[src/rtl/uart_pkg.sv]
// Shared UART definitions: FSM state encoding, default frame geometry and the
// tick-counter width helper used by the receiver (and later the transmitter).
package uart_pkg;

  typedef enum logic [1:0] {
    ST_IDLE  = 2'd0,
    ST_START = 2'd1,
    ST_DATA  = 2'd2,
    ST_STOP  = 2'd3
  } state_t;

  localparam int NB_DATA_DEF       = 8;
  localparam int NB_OVERSAMPLE_DEF = 16;
  localparam int NB_STOP_TICKS_DEF = 16;

  // Counter must hold the larger of the bit period and the stop period.
  function automatic int cnt_w(input int nb_os, input int nb_stop);
    int m;
    m = (nb_os > nb_stop) ? nb_os : nb_stop;
    return (m < 2) ? 1 : $clog2(m);
  endfunction

endpackage

[src/rtl/uart_rx_if.sv]
// Receiver-side signal bundle: tick and serial line in, byte and strobes out.
interface uart_rx_if #(
  parameter int NB_DATA = 8
) ();

  logic               i_tick;
  logic               i_rx;
  logic [NB_DATA-1:0] o_data;
  logic               o_rx_done;
  logic               o_frame_err;

  modport master (
    output i_tick, i_rx,
    input  o_data, o_rx_done, o_frame_err
  );

  modport slave (
    input  i_tick, i_rx,
    output o_data, o_rx_done, o_frame_err
  );

endinterface

[src/rtl/uart_rx_sync_2ff.sv]
// Two-flop synchroniser for an asynchronous single-bit input; the reset value
// is a parameter so an idle-high line comes out of reset as idle.
module sync_2ff #(
  parameter logic RST_VAL = 1'b1
) (
  input  logic clk,
  input  logic i_rst_n,
  input  logic d,
  output logic q
);

  logic meta;

  always_ff @(posedge clk or negedge i_rst_n) begin
    if (!i_rst_n) begin
      meta <= RST_VAL;
      q    <= RST_VAL;
    end else begin
      meta <= d;
      q    <= meta;
    end
  end

endmodule

[src/rtl/uart_rx.sv]
// 8N1 UART receiver driven by a 16x oversampling tick; samples each bit at its
// midpoint and reports a good byte or a framing error with one-clk strobes.
module uart_rx
  import uart_pkg::*;
#(
  parameter int NB_DATA       = NB_DATA_DEF,
  parameter int NB_OVERSAMPLE = NB_OVERSAMPLE_DEF,
  parameter int NB_STOP_TICKS = NB_STOP_TICKS_DEF
) (
  input  logic      clk,
  input  logic      i_rst_n,
  uart_rx_if.slave  bus
);

  localparam int TW = cnt_w(NB_OVERSAMPLE, NB_STOP_TICKS);
  localparam int BW = (NB_DATA > 1) ? $clog2(NB_DATA) : 1;

  localparam logic [TW-1:0] TICK_MID  = TW'(NB_OVERSAMPLE / 2 - 1);
  localparam logic [TW-1:0] TICK_BIT  = TW'(NB_OVERSAMPLE - 1);
  localparam logic [TW-1:0] TICK_STOP = TW'(NB_STOP_TICKS - 1);
  localparam logic [BW-1:0] LAST_BIT  = BW'(NB_DATA - 1);

  state_t             state, state_n;
  logic [TW-1:0]      tick_cnt, tick_n;
  logic [BW-1:0]      bit_cnt, bit_n;
  logic [NB_DATA-1:0] shift_q, shift_n;
  logic [NB_DATA-1:0] data_q, data_n;
  logic               done_q, done_n;
  logic               ferr_q, ferr_n;
  logic               rx_s;

  sync_2ff #(.RST_VAL(1'b1)) u_sync (
    .clk     (clk),
    .i_rst_n (i_rst_n),
    .d       (bus.i_rx),
    .q       (rx_s)
  );

  always_ff @(posedge clk or negedge i_rst_n) begin
    if (!i_rst_n) begin
      state    <= ST_IDLE;
      tick_cnt <= '0;
      bit_cnt  <= '0;
      shift_q  <= '0;
      data_q   <= '0;
      done_q   <= 1'b0;
      ferr_q   <= 1'b0;
    end else begin
      state    <= state_n;
      tick_cnt <= tick_n;
      bit_cnt  <= bit_n;
      shift_q  <= shift_n;
      data_q   <= data_n;
      done_q   <= done_n;
      ferr_q   <= ferr_n;
    end
  end

  always_comb begin
    state_n = state;
    tick_n  = tick_cnt;
    bit_n   = bit_cnt;
    shift_n = shift_q;
    data_n  = data_q;
    done_n  = 1'b0;
    ferr_n  = 1'b0;
    unique case (state)
      ST_IDLE: begin
        // Start edge is taken on any clk, not only on a tick.
        if (!rx_s) begin
          state_n = ST_START;
          tick_n  = '0;
        end
      end
      ST_START: begin
        if (bus.i_tick) begin
          if (tick_cnt == TICK_MID) begin
            tick_n  = '0;
            bit_n   = '0;
            state_n = rx_s ? ST_IDLE : ST_DATA;
          end else begin
            tick_n = tick_cnt + 1'b1;
          end
        end
      end
      ST_DATA: begin
        if (bus.i_tick) begin
          if (tick_cnt == TICK_BIT) begin
            tick_n  = '0;
            shift_n = {rx_s, shift_q[NB_DATA-1:1]};
            if (bit_cnt == LAST_BIT) state_n = ST_STOP;
            else                     bit_n   = bit_cnt + 1'b1;
          end else begin
            tick_n = tick_cnt + 1'b1;
          end
        end
      end
      ST_STOP: begin
        if (bus.i_tick) begin
          if (tick_cnt == TICK_STOP) begin
            tick_n  = '0;
            state_n = ST_IDLE;
            if (rx_s) begin
              data_n = shift_q;
              done_n = 1'b1;
            end else begin
              ferr_n = 1'b1;
            end
          end else begin
            tick_n = tick_cnt + 1'b1;
          end
        end
      end
      default: state_n = ST_IDLE;
    endcase
  end

  assign bus.o_data      = data_q;
  assign bus.o_rx_done   = done_q;
  assign bus.o_frame_err = ferr_q;

endmodule

[src/flat_wrapper.sv]
// flat-port wrapper written by rule: the top's interface ports become plain ports
module uart_rx_flat import uart_pkg::*;
#(
  parameter int NB_DATA       = NB_DATA_DEF,
  parameter int NB_OVERSAMPLE = NB_OVERSAMPLE_DEF,
  parameter int NB_STOP_TICKS = NB_STOP_TICKS_DEF
)
  (clk, i_rst_n, bus_i_tick, bus_i_rx, bus_o_data, bus_o_rx_done, bus_o_frame_err);
  uart_rx_if #(.NB_DATA(NB_DATA)) bus_i ();
  input  logic clk;
  input  logic i_rst_n;
  input wire logic [$bits(bus_i.i_tick)-1:0] bus_i_tick;
  input wire logic [$bits(bus_i.i_rx)-1:0] bus_i_rx;
  output wire logic [$bits(bus_i.o_data)-1:0] bus_o_data;
  output wire logic [$bits(bus_i.o_rx_done)-1:0] bus_o_rx_done;
  output wire logic [$bits(bus_i.o_frame_err)-1:0] bus_o_frame_err;
  assign bus_i.i_tick = bus_i_tick;
  assign bus_i.i_rx = bus_i_rx;
  assign bus_o_data = bus_i.o_data;
  assign bus_o_rx_done = bus_i.o_rx_done;
  assign bus_o_frame_err = bus_i.o_frame_err;
  uart_rx #(.NB_DATA(NB_DATA), .NB_OVERSAMPLE(NB_OVERSAMPLE), .NB_STOP_TICKS(NB_STOP_TICKS)) u_core (.clk(clk), .i_rst_n(i_rst_n), .bus(bus_i));
endmodule
[config.mk]
export PLATFORM = sky130hd
export DESIGN_NAME = uart_rx_flat
export DESIGN_NICKNAME = d
export VERILOG_FILES = /design/src/rtl/uart_pkg.sv /design/src/rtl/uart_rx_if.sv /design/src/rtl/uart_rx_sync_2ff.sv /design/src/rtl/uart_rx.sv /design/src/flat_wrapper.sv
export SDC_FILE = /design/constraint.sdc
export NUM_CORES = 1
export LEC_CHECK = 0
export CORE_ASPECT_RATIO = 1.2
export CORE_MARGIN = 2
export CORE_UTILIZATION = 57
export CTS_BUF_LIST = sky130_fd_sc_hd__clkbuf_2
export DETAILED_ROUTE_END_ITERATION = 10
export PLACE_DENSITY_LB_ADDON = 0.1
export SETUP_SLACK_MARGIN = 0.4
export SLEW_MARGIN = 20
export SYNTH_ARGS = -nofsm -noshare
export SYNTH_HDL_FRONTEND = slang
export SYNTH_SLANG_ARGS = --single-unit
[constraint.sdc]
create_clock -name clk -period 2.1 [get_ports clk]
set_clock_uncertainty 0.2 [all_clocks]
set_input_delay 0.42 -clock clk [delete_from_list [all_inputs] [get_ports clk]]
set_output_delay 0.42 -clock clk [all_outputs]
set_load 0.02 [all_outputs]
# Word-level counts from Yosys, hierarchy flattened
# Index checks and enable logic that the tools add are counted.
# Widths: inputs -> output; s select.
[op_classes]
n_addsub = 2
shifts = 0
n_div = 0
mul = 0
magnitude_cmp = 0
reduce_logical = 8
n_eq_ne = 16
muxes = 30
bitwise_logic = 0
[op_table]
columns = ["op", "count"]
rows = [
  ["$mux 4", 5],
  ["$mux 2", 9],
  ["$mux 3", 5],
  ["$pmux 4 s3", 1],
  ["$ne 2x1->1 const B", 5],
  ["$ne 2x2->1 const B", 5],
  ["$mux 1", 8],
  ["$pmux 2 s4", 1],
  ["$reduce_and 8->1", 1],
  ["$pmux 3 s2", 1],
  ["$reduce_and 3->1", 2],
  ["$reduce_and 6->1", 1],
  ["$add 4x1->4 const B", 1],
  ["$eq 2x2->1 const B", 2],
  ["$eq 4x3->1 const B", 1],
  ["$eq 4x4->1 const B", 1],
  ["$reduce_and 4->1", 1],
  ["$add 3x1->3 const B", 1],
  ["$eq 3x3->1 const B", 1],
  ["$eq 2x1->1 const B", 1],
  ["$logic_not 2->1", 1],
  ["$reduce_bool 2->1", 1],
  ["$reduce_or 2->1", 1],
]
[word_totals]
latchBits = 0
romBits = 0
elab_cells = 65
n_memories = 0
ff_bits = 29
mem_bits_rw = 0

# Logic depth before layout (Yosys ltp)
[depth]
word_depth = 5
ltp_mapped = 5

# Hierarchy
# From an unflattened synthesis, not the netlist that was laid out.
[unflattened]
cells_unflattened = 104
hier_area_um2 = 1366.3
[modules_own_cells]
columns = ["module", "instances", "area_each_um2", "cells_per_inst", "seq_area_each_um2"]
rows = [
  ["uart_rx", 1, 1313.8, 102, 675.6],
  ["sync_2ff", 1, 52.6, 2, 52.6],
]

# Worst setup path before layout
# No wires, ideal clock.
[synth_timing]
path_kind = "reg-to-reg"
startpoint = "reg u_core.bit_cnt[0]"
endpoint = "reg u_core.bit_cnt[0]"
path_slack_ns = 0.360
setup_ns = 0.125
arrival_time_ns = 1.415
stages_incl_launch_ff = 6
n_path_buf = 0
t_required_ns = 1.775
path_cell_list = "dfrtp_1 -> ha_1 -> ha_1 -> and4bb_2 -> o221ai_1 -> mux2_2"
[synth_via]
elab_chain_len = 5
elab_cells_between_ends = 8
classes_between = "add/sub: 1; eq/ne: 2; mux: 4; reduce/logical: 1"
[synth_rtl]
columns = ["item", "line_no", "source"]
rows = [
  ["from (decl)", "uart_rx.sv:25", "logic [BW-1:0] bit_cnt, bit_n;"],
  ["from (signal assigned)", "uart_rx.sv:51", "bit_cnt <= bit_n;"],
  ["$add 3x1->3", "uart_rx.sv:92", "else bit_n = bit_cnt + 1'b1;"],
  ["$mux 3", "uart_rx.sv:91", "if (bit_cnt == LAST_BIT) state_n = ST_STOP;"],
  ["$mux 3", "uart_rx.sv:88", "if (tick_cnt == TICK_BIT) begin"],
  ["$mux 3", "uart_rx.sv:87", "if (bus.i_tick) begin"],
  ["$pmux 3 s2", "uart_rx.sv:67", "unique case (state)"],
]
# Parallel ways exist; a longest one is shown, timed or not. The select of a mux whose other input is x is not followed.
# A chain may end at the register's enable or synchronous reset.

# Final worst setup path
# Same ends and word-level chain as after synthesis.

==> results by group <==
Clock tree
  • Clock-pin slew on the worst setup and hold paths: 0.15 ns
  • CTS tree: done
  • Num CTS Buffers: 5
  • H-tree levels: 2
  • Worst skew pair latency: 0.36 ns
  • Root buf cell: clkbuf_2
  • Clk buf depth: 2
  • Clock tree sinks: 29

Floorplanning
  • Ports: 14
  • Standard-cell rows: 19
  • Die H: 56.6 µm
  • Die X: 47.8 µm
  • Initial core utilization: 0.588
  • Core ar.: 2230 µm²
  • Die area: 2710 µm²

Drt
  • DR iter-0 viols: 25
  • Routed vias/inst: 5.75
  • 1st-pass router iterations: 4
  • Drt total wl: 2250 µm
  • Antenna Nets Post-Route: 0
  • Via count: 885
  • DR WL/cell: 14.6 µm
  • DRC violations left: 0

Logic synthesis
  • Synth top area cells: dfrtp_1, mux2_2, dfstp_2
  • Post-synth ARST share: 1.00
  • Synth Register Bits: 29
  • Mapped Cells: 99
  • Sequential-to-total area share from yosys stat: 0.554
  • Mapped cell area: 1310 µm²
  • Synth Flop Type: dfrtp_1
  • Synth warn: 0
  • Syn_area_per_cell: 13.3 µm²
  • Syn_nets: 106
  • Yosys cell types: 38
  • Yosys top cell area share: 0.514
  • Synth area leader: dfrtp_1
  • EDFF count, synth: 0

Pwr
  • PD cells: 832 nW/µm²
  • Power, Total: 1.31 mW
  • Worst vdd ir: 0.675 mV
  • Leakage power: 0.763 nW

Placement
  • DP Cell Count: 143
  • I/O Buffers: 13
  • Hpwl dp: 1500 µm
  • Global placer's final weighted congestion: 0.754

STA
  • Slew margin rel.: 0.763
  • Final Max Tran Viols: 0
  • Slew @ Worst Pin: 0.356 ns
  • Fin Hold WS: 0.168 ns
  • Max Fclk: 0.566 GHz
  • Tcrit/Tclk final: 0.841
  • Unrepaired setup endpoints after global routing: yes
  • Sum of negative setup slack: 0 ns
  • Final hold violations: 0
  • Final setup vio count: 0
  • Min Tclk post-route: 1.77 ns

Critical path
  • Max stage delay on crit path: 0.41 ns
  • Startpoint types: register
  • Critical-path top delay cell: dfrtp_1
  • CP bufs+invs: 0
  • Delay-heaviest family, CP: flip-flops
  • Max FO, Critical Path: 3
  • R2R cell count: 5
  • Reg2reg end: u_core.bit_cnt[0]
  • Worst setup path category: reg -> reg
  • RR Startpoint: u_core.bit_cnt[0]
  • R2r setup slk: 0.33 ns
  • CP required: 2.17 ns
  • Crit path DAT: 1.83 ns
  • Cell Chain, Critical Path: ha_2 > ha_4 > and4bb_2 > o221ai_4 > mux2_4
  • Crit. End Element: register

GRT
  • GRT overflow: 0
  • Number of global-route vias before repair: 862
  • First-pass GRT wire length: 3850 µm
  • Total Routing Usage GR: 0.207
  • Initial antenna violation count: 0
  • Pin count of the biggest net entering global routing: 30

Cells and area
  • FF/Latch Area: 733 µm²
  • FILL cells: 197
  • Non-filler cells, final: 154
  • Final core utilization: 0.705
  • Antenna Cells: 0
  • Area of the multi-input gates: 599 µm²
  • Area Growth Syn to Fin: 19.9%
  • Final net count: 129
  • Layout cell share with drive strength beyond 1: 0.496

Outcome
  • Status: complete, no violations

Worst hold path
  • Hold Path Stages: 0
  • Worst Hold Launch: u_core.u_sync.meta
  • Worst Hold End: u_core.u_sync.q
  • Hold Path Class: reg -> reg

Job
  • Number of max-cap violations: 0
-- cell families after synthesis --
group / after synthesis / synth area share
compound gates: 21 / 0.122
simple gates: 19 / 0.106
xor+xnor: 1 / 0.00667
mux: 17 / 0.146
fa+ha+maj: 3 / 0.0286
flops: 29 / 0.554
buf+inv: 9 / 0.0371
-- power by group --
group / total, mW / internal, mW / switching [mW]
logic: 0.318 / 0.144 / 0.174
clock network: 0.268 / 0.0835 / 0.185
registers: 0.725 / 0.620 / 0.104
-- area by class of cell --
class | instances | share of cell area
sequential | 29 | 0.465
tap | 31 | 0.0246
clock inverter | 2 | 0.00635
multi-input combinational | 62 | 0.380
inverter | 3 | 0.00715
timing repair buffer | 21 | 0.0969
clock buffer | 6 | 0.0191
-- flip-flops by register name (all words and copies together), names as in the netlist, named ones only --
name	cells
u_core.shift_q	8
u_core.bit_cnt	3
u_core.state	1
u_core.tick_cnt	4
u_core.bus.o_frame_err	1
u_core.bus.o_rx_done	1
u_core.u_sync.meta	1
u_core.u_sync.q	1
u_core.bus.o_data	8
-- per-stage QoR --
step	area, µm²	setup slack [ns]
floorplan	1320	0.391
global placement	1510	0.0479
detailed placement	1510	0.0271
CTS	1590	0.340
global route	1580	0.280
finish	1580	0.334
-- cells in the final DEF (no fill, tap or decap), types with 2 or more instances in the layout --
cell and count:
ha_4 2, dfrtp_2 4, nand3_2 2, clkbuf_2 16
o21ai_0 4, dfrtp_1 23, clkinv_2 2, a31oi_1 2
buf_4 7, and3_1 2, o311ai_0 3, mux2_2 16
a22o_1 2, inv_1 3, nand2_1 5, dfstp_2 2
clkdlybuf4s50_1 3
-- Yosys cell counts, types with 2 or more instances --
master,number
dfrtp_1,27
inv_1,3
dfstp_2,2
a22o_1,2
ha_1,3
o21ai_0,5
buf_2,2
nand2_1,5
o311ai_0,3
mux2_2,17
and3_1,2
a31oi_1,2
-- worst max path at each step --
stage / cells past startpoint / slack, ns / endpoint / start
3_5_place_dp: 5 / 0.03 / u_core.shift_q[5] / bus_i_tick
4_1_cts: 5 / 0.34 / u_core.bit_cnt[0] / u_core.bit_cnt[1]
6_report: 5 / 0.33 / u_core.bit_cnt[0] / u_core.bit_cnt[0]
5_1_grt: 5 / 0.28 / u_core.bit_cnt[0] / u_core.bit_cnt[0]
3_3_place_gp: 5 / 0.05 / u_core.shift_q[4] / bus_i_tick
2_1_floorplan: 5 / 0.39 / u_core.bit_cnt[0] / u_core.bit_cnt[0]
-- layer usage --
metal	track usage	up-vias	part of all wire
met2	0.301	26	0.48
met5	0	-	0
met1	0.261	432	0.44
met4	0.108	0	0.027
li1	-	421	-
met3	0.0772	6	0.050
-- timing repair --
action / CTS / global route
gates cloned: 0 / 1
pin swaps: 4 / 4
endpoints found under the setup margin: 26 / 32
endpoints found under the hold margin: 0 / 0
hold buffers: 0 / 0
setup buffers: 2 / 0
resized for setup: 22 / 20
Power figures use the tool's default switching activity.
